<file path="src/rtl/serial_tx_seq.sv">
// serial_tx_seq: frames parallel words as start/data/[parity]/stop on ser_out by sequencing an external shift register.
// Optional even-parity bit: define SERIAL_TX_PARITY_EN.
module serial_tx_seq #(
  parameter int WIDTH = 8,
  parameter int DIV   = 4
) (
  input  logic             clk,
  input  logic             rst,
  input  logic             in_valid,
  input  logic [WIDTH-1:0] in_data,
  output logic             in_ready,
  output logic [1:0]       sr_ctrl,
  output logic [WIDTH-1:0] sr_data,
  output logic             sr_shift_in,
  input  logic [WIDTH-1:0] sr_q,
  output logic             ser_out,
  output logic             busy,
  output logic             done
);

  localparam int DW = (DIV > 1) ? $clog2(DIV) : 1;
  localparam int BW = (WIDTH > 1) ? $clog2(WIDTH) : 1;
  localparam logic [DW-1:0] DIV_LAST = DW'(DIV - 1);
  localparam logic [BW-1:0] BIT_LAST = BW'(WIDTH - 1);

  localparam logic [1:0] SR_HOLD  = 2'b00;
  localparam logic [1:0] SR_LOAD  = 2'b01;
  localparam logic [1:0] SR_SHIFT = 2'b10;

  typedef enum logic [2:0] {
    S_IDLE,
    S_START,
    S_DATA,
    S_PARITY,
    S_STOP
  } state_t;

  state_t          state_q, state_d;
  logic [DW-1:0]   div_cnt_q, div_cnt_d;
  logic [BW-1:0]   bit_cnt_q, bit_cnt_d;
  logic            div_last;

`ifdef SERIAL_TX_PARITY_EN
  logic            parity_q, parity_d;
`endif

  // Only the LSB of the register is observed; the rest belongs to the register itself.
  logic unused_sr_q;
  assign unused_sr_q = ^sr_q[WIDTH-1:1];

  assign div_last    = (div_cnt_q == DIV_LAST);
  assign sr_shift_in = 1'b0;

  // NOTE: every output and next-state value gets a default before the case, so no path can leave one unassigned and infer a latch.
  always_comb begin
    state_d   = state_q;
    div_cnt_d = div_last ? '0 : div_cnt_q + DW'(1);
    bit_cnt_d = bit_cnt_q;
`ifdef SERIAL_TX_PARITY_EN
    parity_d  = parity_q;
`endif
    in_ready  = 1'b0;
    sr_ctrl   = SR_HOLD;
    sr_data   = '0;
    ser_out   = 1'b1;
    busy      = 1'b1;
    done      = 1'b0;

    unique case (state_q)
      S_IDLE: begin
        busy      = 1'b0;
        div_cnt_d = '0;
        // rst gates the handshake so reset always presents the hold code to the register.
        in_ready  = ~rst;
        if (in_valid && in_ready) begin
          sr_ctrl = SR_LOAD;
          sr_data = in_data;
          state_d = S_START;
`ifdef SERIAL_TX_PARITY_EN
          parity_d = ^in_data;
`endif
        end
      end

      S_START: begin
        ser_out = 1'b0;
        if (div_last) begin
          state_d   = S_DATA;
          bit_cnt_d = '0;
        end
      end

      S_DATA: begin
        ser_out = sr_q[0];
        if (div_last) begin
          // The final bit is shifted out too, leaving the register cleared.
          sr_ctrl = SR_SHIFT;
          if (bit_cnt_q == BIT_LAST) begin
`ifdef SERIAL_TX_PARITY_EN
            state_d = S_PARITY;
`else
            state_d = S_STOP;
`endif
          end else begin
            bit_cnt_d = bit_cnt_q + BW'(1);
          end
        end
      end

`ifdef SERIAL_TX_PARITY_EN
      S_PARITY: begin
        ser_out = parity_q;
        if (div_last) state_d = S_STOP;
      end
`endif

      S_STOP: begin
        if (div_last) begin
          done    = 1'b1;
          state_d = S_IDLE;
        end
      end

      default: begin
        busy      = 1'b0;
        div_cnt_d = '0;
        state_d   = S_IDLE;
      end
    endcase
  end

  // NOTE: state registers use non-blocking assignments so every flop samples the pre-edge values.
  always_ff @(posedge clk or posedge rst) begin
    if (rst) begin
      state_q   <= S_IDLE;
      div_cnt_q <= '0;
      bit_cnt_q <= '0;
`ifdef SERIAL_TX_PARITY_EN
      parity_q  <= 1'b0;
`endif
    end else begin
      state_q   <= state_d;
      div_cnt_q <= div_cnt_d;
      bit_cnt_q <= bit_cnt_d;
`ifdef SERIAL_TX_PARITY_EN
      parity_q  <= parity_d;
`endif
    end
  end

endmodule

</file>
<file path="config.mk">
export PLATFORM = sky130hd
export DESIGN_NAME = serial_tx_seq
export DESIGN_NICKNAME = d
export VERILOG_FILES = /design/src/rtl/serial_tx_seq.sv
export SDC_FILE = /design/constraint.sdc
export NUM_CORES = 1
export LEC_CHECK = 0
export ABC_AREA = 1
export CORE_MARGIN = 5
export CORE_UTILIZATION = 32
export CTS_CLUSTER_DIAMETER = 80
export DETAILED_ROUTE_END_ITERATION = 6
export PLACE_DENSITY = 0.73
export SLEW_MARGIN = 0
export SYNTH_ARGS = -nofsm -noshare
export SYNTH_HDL_FRONTEND = slang
export SYNTH_SLANG_ARGS = --single-unit
export TNS_END_PERCENT = 10
</file>
<file path="constraint.sdc">
create_clock -name clk -period 1.5 [get_ports clk]
set_input_delay 0.45 -clock clk [delete_from_list [all_inputs] [get_ports clk]]
set_output_delay 0.45 -clock clk [all_outputs]
set_load 0.03 [all_outputs]
</file>
# [After elaboration in Yosys (flattened, before gate mapping)]
# Index checks and enable logic that the tools add are counted.
[word_totals] output_inout_bits=15 word_cells=44 mem_count=0 latchBits=0 romBits=0 in_bits=19 regBits=8 ram_bits=0
[classes] n_shift=0 n_addsub=2 order_cmp=0 n_reduce_logical=6 div=0 muxes=21 n_mul=0 eq_ne=11 bitwise_logic=1
[op_table] op="3-bit 2-to-1 mux" n=7
[op_table] op="8-bit 2-to-1 mux" n=2
[op_table] op="2-bit inequality test (second input constant)" n=6
[op_table] op="3-bit case mux with 4 select lines" n=1
[op_table] op="3-bit equality test (second input constant)" n=2
[op_table] op="2-bit 2-to-1 mux" n=3
[op_table] op="3-bit case mux with 2 select lines" n=1
[op_table] op="1-bit 2-to-1 mux" n=5
[op_table] op="5-bit AND reduction" n=1
[op_table] op="2-bit case mux with 2 select lines" n=1
[op_table] op="4-bit AND reduction" n=1
[op_table] op="3-bit by 1-bit adder with 3-bit output (second input constant)" n=1
[op_table] op="3-bit by 1-bit equality test with 1-bit output (second input constant)" n=1
[op_table] op="3-bit by 2-bit equality test with 1-bit output (second input constant)" n=1
[op_table] op="3-bit logical NOT" n=1
[op_table] op="3-bit OR reduction" n=1
[op_table] op="2-bit by 1-bit adder with 2-bit output (second input constant)" n=1
[op_table] op="2-bit equality test (second input constant)" n=1
[op_table] op="1-bit case mux with 2 select lines" n=1
[op_table] op="2-bit nonzero test" n=1
[op_table] op="1-bit logical AND" n=1
[op_table] op="1-bit NOT" n=1

# [Logic depth before layout (Yosys ltp)]
[depth] depth_word=4 depth_mapped=9

# [Least setup slack after synthesis]
# Ideal clock, no wire load.
[synth_path] path_type="input -> output" from="input port rst" to="output port sr_data[0]" stages=5 slack_ps=-526 arrival_time_ps=1576 path_cell_list="inv_1 > nand2_1 > nor2_4 > inv_2 > nor2_1"
[synth_via] elab_chain_len=4
[synth_lines] element="start: declaration" line="8" source="input logic rst,"
[synth_lines] element="1-bit NOT" line="74" source="in_ready = ~rst;"
[synth_lines] element="1-bit logical AND" line="75" source="if (in_valid && in_ready) begin"
[synth_lines] element="8-bit 2-to-1 mux" line="75"
[synth_lines] element="8-bit 2-to-1 mux" line="69" source="unique case (state_q)"
[synth_lines] element="end: declaration" line="13" source="output logic [WIDTH-1:0] sr_data,"
# No other way between the ends.

# [Worst setup path in the final report]
[layout_path] from="register state_q[1]" to="output port sr_data[2]"
[layout_via] elab_chain_len=2
[layout_lines] element="start: declaration" line="38" source="state_t state_q, state_d;"
[layout_lines] element="start signal: assignment" line="142" source="state_q <= state_d;"
[layout_lines] element="3-bit logical NOT" line="69"
[layout_lines] element="8-bit 2-to-1 mux" line="69"
# No other way between the ends.

==> impl_results.md <==
- Post-Syn Area: 569 um^2
- Post-synth top area cell: dfrtp_1
- Post-CTS Setup Bufs: 0
- Pwr dens: 1530 mW/mm^2
- Synth cell count leaders: 19 x inv_1, 18 x nand2_1, 15 x nor2_1
- PortBufs: 25
- Number of fillers in the final layout: 155
- Mapped Avg Cell Area: 6.70 um^2
- Register area: 200 um^2
- DR vias/cell: 4.39
- Synth warnings: 0
- Top delay family on crit path: simple AND/OR/NAND/NOR gates
- First-pass GRT wire length: 2710 um
- CP bufs+invs: 3
- Final worst slack: -0.438 ns
- Register area share after synthesis: 35.2%
- CTS H-tree lvls: 1
- Critical path cell sequence: nor3_2, inv_2, nor2_4, inv_8, nor2_4, buf_6
- Longest Clk Path Bufs: 2
- RSZ-0062 raised after global routing: true
- Final setup vio count: 14
- Clock Pin Slew Worst Setup and Hold Paths: 0.06 ns
- Area contributors post-synth: dfrtp_1 35%, inv_1 13%, nand2_1 12%, nor2_1 9.9%, ha_1 8.8%
- Initial DRT Pass Iterations: 4
- GRT overflow: 0
- Die height: 52.2 um
- Worst R2R Start: bit_cnt_q[0]$_DFFE_PP0P_
- Clock latency on the worst-skew pair: 0.26 ns
- Arr. time, crit path: 1.49 ns
- Fin. Hold Viols: 0
- Final period utilization: 129%
- Most used cell along the critical path: nor2_4
- Slowest cell delay on critical path: 0.38 ns
- Area share of the largest cell type after synthesis: 35.2%
- Fin crit period: 1.94 ns
- WP data required: 1.05 ns
- Total track usage: 13.9%
- FF-to-FF path depth: 8
- Crit start category: flip-flop
- Drt total wl: 1670 um
- Smallest hold slack: 0.400 ns
- Ys async rst share: 100%
- Vias in the first global route: 651
- Most frequent cell after synthesis: inv_1
- ANT nets after route: 0
- Detailed placement HPWL: 1280 um
- #FFs+latches synth: 8
- Min-Delay Path Class: in2async
- Largest net degree at the start of global routing: 9
- Drt wl/cell: 11.1 um
- Crit path max fanout: 5
- Multi-input logic area: 355 um^2
- Layout cells sized above 1: 39.2%
- DRT iter0 DRCs: 5
- CTS Sinks: 8
- Final Util: 61.2%
- Area of the core: 0.00171 mm^2
- Type of element capturing the critical path: output port
- Post-synth EDFFs: 0
- Area Growth Syn to Fin: 83.7%
- Mapped Cells: 85
- Vias: 658
- Dominant synthesized flop cell: dfrtp_1
- Slew Limit Fails: 0
- CTS root buf: clkbuf_4
- Antenna violations before repair: 0
- CP max-delay cell: dfrtp_1
- VDD IR-drop max: 1.04 mV
- FF-to-FF End: bit_cnt_q[1]$_DFFE_PP0P_
- Die area: 0.00272 mm^2
- Setup crit start: state_q[1]$_DFFE_PP0P_
- Failing checks: setup timing
- Library cells used by synthesis: 16
- CTS tree: built
- Crit Path Category: reg2out
- RD Place Congestion: 0.742
- Syn nets: 108
- Outcome: finished, violations left
- Fmax: 516 MHz
- Setup Skew: 0.00376 ns
- N_diodes: 0
- Chip Width: 52.2 um
- Reg2Reg Setup Slack: 0.18 ns
- Initial Util: 33.3%
- Max Cap Viol: 0
- CTS Buf Count: 3
- DRC viols: 0
- # rows: 15
- Leakage: 0.558 nW
- Final-stage net count: 150
- I/O pins: 34
==> worst min-delay path, stage by stage <==
cell and delay, ns:
dlygate4sd2_1 0.29, clkinvlp_4 0.09, buf_4 0.17
==> report_power, final <==
group / leakage (nW) / internal (mW) / total [mW] / switching, mW
combinational: 0.436 / 0.465 / 1.11 / 0.641
sequential: 0.107 / 0.279 / 0.320 / 0.0410
clock: 0.0138 / 0.0919 / 0.169 / 0.0774
==> final cells by class <==
| cell class | count | area share [%] |
|---|---|---|
| sequential | 8 | 19.1 |
| timing repair inverter | 1 | 0.598 |
| multi-input combinational | 55 | 34.0 |
| tap | 25 | 2.99 |
| clock buffer | 3 | 2.15 |
| timing repair buffer | 37 | 32.5 |
| inverter | 21 | 8.61 |
==> cells by family (layout without fill, tap and decap cells) <==
| logic type | Yosys count | in the layout | synth area share [%] |
|---|---|---|---|
| DFF | 8 | 8 | 35.2 |
| AOI/OAI and AO/OA | 4 | 4 | 3.51 |
| and+or+nand+nor | 46 | 46 | 36.7 |
| buffers and inverters | 22 | 62 | 15.2 |
| other | 1 | 1 | 0.659 |
| adders and majority gates | 4 | 4 | 8.79 |
==> through the flow <==
step	total power, mW	cells	cell area, um^2	setup slack, ns	setup TNS [ns]
floorplan	0.937	85	636	-0.247	-2.06
global placement	1.32	146	965	-0.569	-5.79
detailed placement	1.35	146	965	-0.601	-6.04
CTS	1.60	150	1050	-0.435	-4.92
global route	1.71	150	1050	-0.520	-6.26
finish	1.60	150	1050	-0.438	-4.95
==> metal layers <==
metal | vias up | part of all wire [%] | GRT usage, % | wire [um]
li1 | 331 | - | - | -
met1 | 298 | 38 | 15.3 | 628
met2 | 20 | 55 | 24.3 | 914
met3 | 9 | 3.0 | 1.71 | 50
met4 | 0 | 4.6 | 10.2 | 76
met5 | - | 0 | 0 | 0
==> flip-flops by register name (all words and copies together) (netlist names) <==
signal	cells
div_cnt_q	2
bit_cnt_q	3
state_q	3
==> layout by cell type, fill, tap and decap left out, drive strengths merged, types with 3 or more instances in the layout <==
cell type      instances
buf                   26
clkbuf                 3
clkdlybuf4s50          9
dfrtp                  8
ha                     4
inv                   21
nand2                 21
nand3                  5
nor2                  16
o21ai                  4
==> worst max path at each step <==
| stage | cells after the start | slack, ns | to |
|---|---|---|---|
| floorplan | 5 | -0.25 | sr_data[0] |
| global placement | 7 | -0.57 | sr_data[5] |
| detailed placement | 7 | -0.60 | sr_data[2] |
| CTS | 6 | -0.43 | sr_data[2] |
| global route | 6 | -0.52 | sr_data[2] |
| finish | 6 | -0.44 | sr_data[2] |
==> what timing repair did <==
action	in CTS	in global routing
pin swaps	3	0
setup endpoints to repair	14	14
hold buffers	0	0
cloned	1	0
gates resized for setup	18	0
endpoints found under the hold margin	0	0
Note: power is estimated with default switching activity, not from simulation.
